<file path="config.mk">
export PLATFORM = sky130hd
export DESIGN_NAME = spi_byte_transmitter
export DESIGN_NICKNAME = d
export VERILOG_FILES = /design/src/rtl/spi_pkg.sv /design/src/rtl/byte_fifo.sv /design/src/rtl/spi_byte_transmitter.sv
export SDC_FILE = /design/constraint.sdc
export NUM_CORES = 1
export LEC_CHECK = 0
export CORE_MARGIN = 1.5
export CORE_UTILIZATION = 55
export DETAILED_ROUTE_END_ITERATION = 7
export PLACE_DENSITY_LB_ADDON = 0.15
export SYNTH_ARGS = -nofsm -noshare
export SYNTH_HDL_FRONTEND = slang
export SYNTH_SLANG_ARGS = --single-unit
</file>
<file path="constraint.sdc">
create_clock -name clk -period 5.6 [get_ports clk]
set_input_delay 1.4 -clock clk [delete_from_list [all_inputs] [get_ports clk]]
set_output_delay 1.4 -clock clk [all_outputs]
set_load 0.02 [all_outputs]
</file>
<file path="src/rtl/spi_pkg.sv">
// Shared types and constants for the SPI byte transmitter and its entry FIFO.
package spi_pkg;

  typedef enum logic [2:0] {
    ST_IDLE,
    ST_SHIFT,
    ST_PAUSE,
    ST_HOLD,
    ST_GAP
  } state_t;

  // FIFO entry layout: {last, dc, data[7:0]}
  localparam int ENTRY_W         = 10;
  localparam int ENTRY_LAST      = 9;
  localparam int ENTRY_DC        = 8;
  localparam int CLK_DIV_DEFAULT = 2;

endpackage

</file>
<file path="src/rtl/byte_fifo.sv">
// Show-ahead FIFO: pop_data always presents the oldest entry while not empty.
module byte_fifo #(
  parameter int WIDTH = 10,
  parameter int DEPTH = 4
) (
  input  logic             clk,
  input  logic             reset,
  input  logic             push,
  input  logic [WIDTH-1:0] push_data,
  input  logic             pop,
  output logic [WIDTH-1:0] pop_data,
  output logic             full,
  output logic             empty
);

  localparam int AW = $clog2(DEPTH);

  logic [WIDTH-1:0] mem [DEPTH];
  logic [AW-1:0]    wr_ptr;
  logic [AW-1:0]    rd_ptr;
  logic [AW:0]      count;
  logic             do_push;
  logic             do_pop;

  assign full     = (count == (AW+1)'(DEPTH));
  assign empty    = (count == '0);
  // a full FIFO refuses a push even when a pop frees a slot on the same edge
  assign do_push  = push && !full;
  assign do_pop   = pop && !empty;
  assign pop_data = mem[rd_ptr];

  always_ff @(posedge clk) begin
    if (reset) begin
      wr_ptr <= '0;
      rd_ptr <= '0;
      count  <= '0;
    end else begin
      if (do_push) wr_ptr <= wr_ptr + AW'(1);
      if (do_pop)  rd_ptr <= rd_ptr + AW'(1);
      case ({do_push, do_pop})
        2'b10:   count <= count + (AW+1)'(1);
        2'b01:   count <= count - (AW+1)'(1);
        default: count <= count;
      endcase
    end
  end

  always_ff @(posedge clk) begin
    if (do_push) mem[wr_ptr] <= push_data;
  end

endmodule

</file>
<file path="src/rtl/spi_byte_transmitter.sv">
// Queued SPI mode-0 byte transmitter with data/command line and framed chip select.
//
// state | meaning
// IDLE  | cs high; pops the next entry, then launches it a cycle later
// SHIFT | serializing a byte; sclk toggles on every prescaler tick
// PAUSE | frame open (cs low) but FIFO ran dry; launches like IDLE
// HOLD  | last byte sent; cs held low for one more half-period
// GAP   | cs high for one half-period before the next frame
module spi_byte_transmitter
  import spi_pkg::*;
#(
  parameter int CLK_DIV    = CLK_DIV_DEFAULT,
  parameter int FIFO_DEPTH = 4
) (
  input  logic       clk,
  input  logic       reset,
  input  logic       in_valid,
  input  logic [7:0] in_data,
  input  logic       in_dc,
  input  logic       in_last,
  output logic       in_ready,
  output logic       sclk,
  output logic       mosi,
  output logic       cs,
  output logic       dc,
  output logic       busy
);

  state_t               state;
  logic [7:0]           pre;
  logic [2:0]           bit_cnt;
  logic [7:0]           shreg;
  logic                 cur_dc;
  logic                 cur_last;
  logic                 start_q;

  logic [ENTRY_W-1:0]   fifo_dout;
  logic                 fifo_full;
  logic                 fifo_empty;
  logic                 tick;
  logic                 byte_end;
  logic                 idle_pop;
  logic                 chain_pop;

  byte_fifo #(
    .WIDTH(ENTRY_W),
    .DEPTH(FIFO_DEPTH)
  ) u_fifo (
    .clk      (clk),
    .reset    (reset),
    .push     (in_valid),
    .push_data({in_last, in_dc, in_data}),
    .pop      (idle_pop || chain_pop),
    .pop_data (fifo_dout),
    .full     (fifo_full),
    .empty    (fifo_empty)
  );

  assign tick      = (state inside {ST_SHIFT, ST_HOLD, ST_GAP}) && (pre == 8'(CLK_DIV - 1));
  // sclk doubles as the phase bit: a tick with sclk high is a falling toggle
  assign byte_end  = (state == ST_SHIFT) && tick && sclk && (bit_cnt == 3'd7);
  assign idle_pop  = (state == ST_IDLE || state == ST_PAUSE) && !start_q && !fifo_empty;
  assign chain_pop = byte_end && !cur_last && !fifo_empty;

  assign in_ready  = !fifo_full;
  assign busy      = (state != ST_IDLE) || start_q || !fifo_empty;

  always_ff @(posedge clk) begin
    if (reset) begin
      state    <= ST_IDLE;
      pre      <= '0;
      bit_cnt  <= '0;
      shreg    <= '0;
      cur_dc   <= 1'b0;
      cur_last <= 1'b0;
      start_q  <= 1'b0;
      sclk     <= 1'b0;
      mosi     <= 1'b0;
      cs       <= 1'b1;
      dc       <= 1'b0;
    end else begin
      if (state == ST_IDLE || state == ST_PAUSE || tick) pre <= '0;
      else                                               pre <= pre + 8'd1;

      case (state)
        ST_IDLE, ST_PAUSE: begin
          if (start_q) begin
            start_q <= 1'b0;
            state   <= ST_SHIFT;
            cs      <= 1'b0;
            dc      <= cur_dc;
            mosi    <= shreg[7];
            sclk    <= 1'b0;
            bit_cnt <= '0;
          end else if (idle_pop) begin
            start_q  <= 1'b1;
            shreg    <= fifo_dout[7:0];
            cur_dc   <= fifo_dout[ENTRY_DC];
            cur_last <= fifo_dout[ENTRY_LAST];
          end
        end
        ST_SHIFT: begin
          if (tick) begin
            sclk <= !sclk;
            if (sclk && bit_cnt != 3'd7) begin
              bit_cnt <= bit_cnt + 3'd1;
              shreg   <= {shreg[6:0], 1'b0};
              mosi    <= shreg[6];
            end else if (byte_end) begin
              if (cur_last) begin
                state <= ST_HOLD;
              end else if (chain_pop) begin
                shreg    <= fifo_dout[7:0];
                cur_dc   <= fifo_dout[ENTRY_DC];
                cur_last <= fifo_dout[ENTRY_LAST];
                dc       <= fifo_dout[ENTRY_DC];
                mosi     <= fifo_dout[7];
                bit_cnt  <= '0;
              end else begin
                state <= ST_PAUSE;
              end
            end
          end
        end
        ST_HOLD: begin
          if (tick) begin
            cs    <= 1'b1;
            state <= ST_GAP;
          end
        end
        ST_GAP: begin
          if (tick) state <= ST_IDLE;
        end
        default: state <= ST_IDLE;
      endcase
    end
  end

endmodule
</file>
==> results.json <==
{
  "synth-xor-area-share_pct": 2.22,
  "post_cts_buffers": 0,
  "p_leak_nw": 1.37,
  "hp-start": "shreg[0]$_SDFFE_PP0P_",
  "setup_viol": 0,
  "place_congestion": 0.792,
  "yosysMostFrequentCell": "edfxtp_1",
  "synthAdderAreaFrac_pct": 3.73,
  "finClkSkew_ns": 0.0116,
  "antenna_left": 0,
  "p_comb_share_pct": 33.4,
  "nFillCells": 490,
  "power.share.sequential_pct": 44.4,
  "dp_hpwl_um": 4070,
  "drc": 0,
  "worst_ep_required_time_ns": 4.20,
  "synth_top_family_by_area": "simple AND/OR/NAND/NOR gates",
  "worstMarginPinSlew_ns": 1.04,
  "yosys.area.top_type": "edfxtp_1",
  "grt_max_degree": 26,
  "synth_area_um2": 3550,
  "root_buffer": "clkbuf_8",
  "drtPass1Iterations": 4,
  "whs_endpoint": "shreg[0]$_SDFFE_PP0P_",
  "vias_per_cell": 5.91,
  "synthTopCellsByCount": "40 x edfxtp_1, 38 x dfxtp_1, 18 x nor2_1",
  "syn-mean-instance-area_um2": 12.8,
  "stdcell_count": 377,
  "yosys_warnings": 0,
  "rsz0062_at_grt": "false",
  "worstSetupEndpointType": "output pin",
  "p_int_mw": 1.17,
  "reg2reg_to": "u_fifo.count[2]$_SDFFE_PP0P_",
  "power_density_nw_per_um2": 455,
  "synthSimpleGateAreaFrac_pct": 15.4,
  "hold_path.class": "flip-flop to flip-flop",
  "hold_slack_ns": 0.463,
  "ff2ff_setup_slack_ns": 2.34,
  "setup_tns_ns": 0,
  "cts_tree": "done",
  "drv_cap": 0,
  "grt_pass1_vias": 2201,
  "cts-htree-levels": 3,
  "synthTopCellsByArea": "edfxtp_1 34%, dfxtp_1 21%, mux4_2 6.3%, mux2i_1 4.2%, ha_1 3.2%",
  "clk_pin_slew_worst_paths_ns": 0.09,
  "wl_per_cell_um": 16.6,
  "cts_buffers": 9,
  "cp.arrival_ns": 2.24,
  "outcome": "completed",
  "max-vdd-ir-drop_mv": 0.238,
  "r2r_start": "state[0]$_SDFFE_PP0P_",
  "grt_usage_pct": 19.3,
  "synth_compound_area_share_pct": 9.30,
  "clock.fmax_mhz": 275,
  "dp.cells": 361,
  "fin_crit_ns": 3.64,
  "wl_um": 6240,
  "yosys_most_used_dff": "edfxtp_1",
  "swShare_pct": 35.3,
  "fp.dieH_um": 83.4,
  "vias": 2229,
  "die_w_um": 83.4,
  "start_util_pct": 56.6,
  "die-area_um2": 6950,
  "synth.area.mux_share_pct": 11.2,
  "max_slew_margin_pct": 30.6,
  "p_switching_mw": 0.637,
  "rows": 29,
  "synthArstFlopShare_pct": 0,
  "finalHoldViolCount": 0,
  "insertedDiodeCount": 0,
  "syn_inst": 278,
  "nets": 318,
  "cts_hold_buffers": 0,
  "p_clk_share_pct": 22.2,
  "finalCritPeriodShare_pct": 65.0,
  "area_growth_pct": 11.6,
  "reg2reg_depth": 9,
  "yosysSeqAreaShare_pct": 55.2,
  "cp_max_fo": 6,
  "cts.repair.resized": 0,
  "grt_pass1_wl_um": 10400,
  "clock_path_buffers": 2,
  "grt_overflow": 0,
  "insertion_delay_ns": 0.36,
  "cp-start-kind": "flip-flop",
  "synth_cell_types": 53,
  "synth_nets": 301,
  "hold_depth": 2,
  "port_buffers": 18,
  "ys_ff_latch": 78,
  "core_area_um2": 6280,
  "maxSlewViolCount": 0,
  "ios": 19,
  "cts_sinks": 78,
  "first_iter_violations": 128,
  "synth_edf_count": 40,
  "antenna_found_initial": 0,
  "path_class": "flip-flop to output pin",
  "drive_gt1_share_pct": 16.3,
  "synth.top_cell.area_share_pct": 33.8
}
==> per-stage QoR <==
stage                     util [%]  power, mW  cell area (um^2)  setup WS, ns
after floorplan                  -       1.27              3550          2.73
after global placement        60.2       1.41              3780          2.16
after detailed placement      60.2       1.42              3780          2.12
after CTS                     63.1       1.82              3960          1.96
after global routing          63.1       1.91              3960          1.79
final                         63.1       1.80              3960          1.96
==> cell families after synthesis <==
kind of cell | count (synthesis)
compound gates | 35
xor+xnor | 9
fa+ha+maj | 10
buf+inv | 23
flops | 78
mux | 27
simple gates | 96
==> area by class of cell <==
class | count | area [um^2] | area share (%)
Clock buffer | 9 | 124 | 3.13
Clock inverter | 7 | 60.1 | 1.52
Inverter | 9 | 33.8 | 0.853
Multi-Input combinational cell | 177 | 1490 | 37.6
Sequential cell | 78 | 1960 | 49.5
Tap cell | 77 | 96.3 | 2.43
Timing Repair Buffer | 20 | 195 | 4.93
==> power by group through the flow <==
stage               clock [mW]  combinational (mW)  sequential (mW)
global route             0.431               0.660            0.817
global placement             0               0.599            0.810
floorplan                    0               0.502            0.769
detailed placement           0               0.609            0.814
finish                   0.401               0.603            0.800
CTS                      0.405               0.611            0.801
==> critical path: stages (launching register included) <==
cell	delay (ns)
dfxtp_1	0.36
nor3_1	0.81
nand3_1	0.13
clkdlybuf4s50_1	0.58
==> flip-flops by register name, summed over array words and instances, names as in the netlist, named ones only <==
name and count:
u_fifo.mem 40, pre 8, shreg 8, bit_cnt 3, state 3, u_fifo.count 3
u_fifo.rd_ptr 2, u_fifo.wr_ptr 2, cs 1, cur_dc 1, cur_last 1, dc 1
mosi 1, sclk 1, start_q 1
==> cell usage in the layout, fill, tap and decap left out, types with 5 or more instances in the layout <==
| cell | instances |
|---|---|
| and3_1 | 6 |
| nor2_1 | 18 |
| nor3_1 | 12 |
| nor2b_1 | 5 |
| clkdlybuf4s50_1 | 18 |
| a2111oi_2 | 6 |
| a21oi_1 | 9 |
| o21ai_0 | 5 |
| mux4_2 | 10 |
| clkbuf_8 | 9 |
| dfxtp_1 | 38 |
| edfxtp_1 | 40 |
| xor2_1 | 6 |
| inv_1 | 9 |
| nor4_1 | 8 |
| inv_6 | 5 |
| ha_1 | 9 |
| nand2_1 | 13 |
| mux2i_1 | 15 |
| nand3_1 | 11 |
==> metal layers <==
layer / vias up / global-route usage, % / share of wire (%)
met4: 0 / 10.9 / 2.0
met1: 1083 / 24.7 / 47
li1: 1098 / - / -
met2: 36 / 31.0 / 48
met3: 12 / 3.58 / 3.0
met5: - / 0 / 0
==> how the worst max path moves through the flow <==
stage | cells past startpoint | slack (ns) | start | to
2_1_floorplan | 7 | 2.73 | in_valid | u_fifo.count[2]$_SDFFE_PP0P_
3_3_place_gp | 8 | 2.16 | in_valid | u_fifo.count[2]$_SDFFE_PP0P_
3_5_place_dp | 8 | 2.12 | in_valid | u_fifo.count[2]$_SDFFE_PP0P_
4_1_cts | 3 | 1.96 | u_fifo.count[0]$_SDFFE_PP0P_ | busy
5_1_grt | 3 | 1.79 | u_fifo.count[0]$_SDFFE_PP0P_ | busy
6_report | 3 | 1.96 | u_fifo.count[0]$_SDFFE_PP0P_ | busy
(Power assumes the default switching activity.)
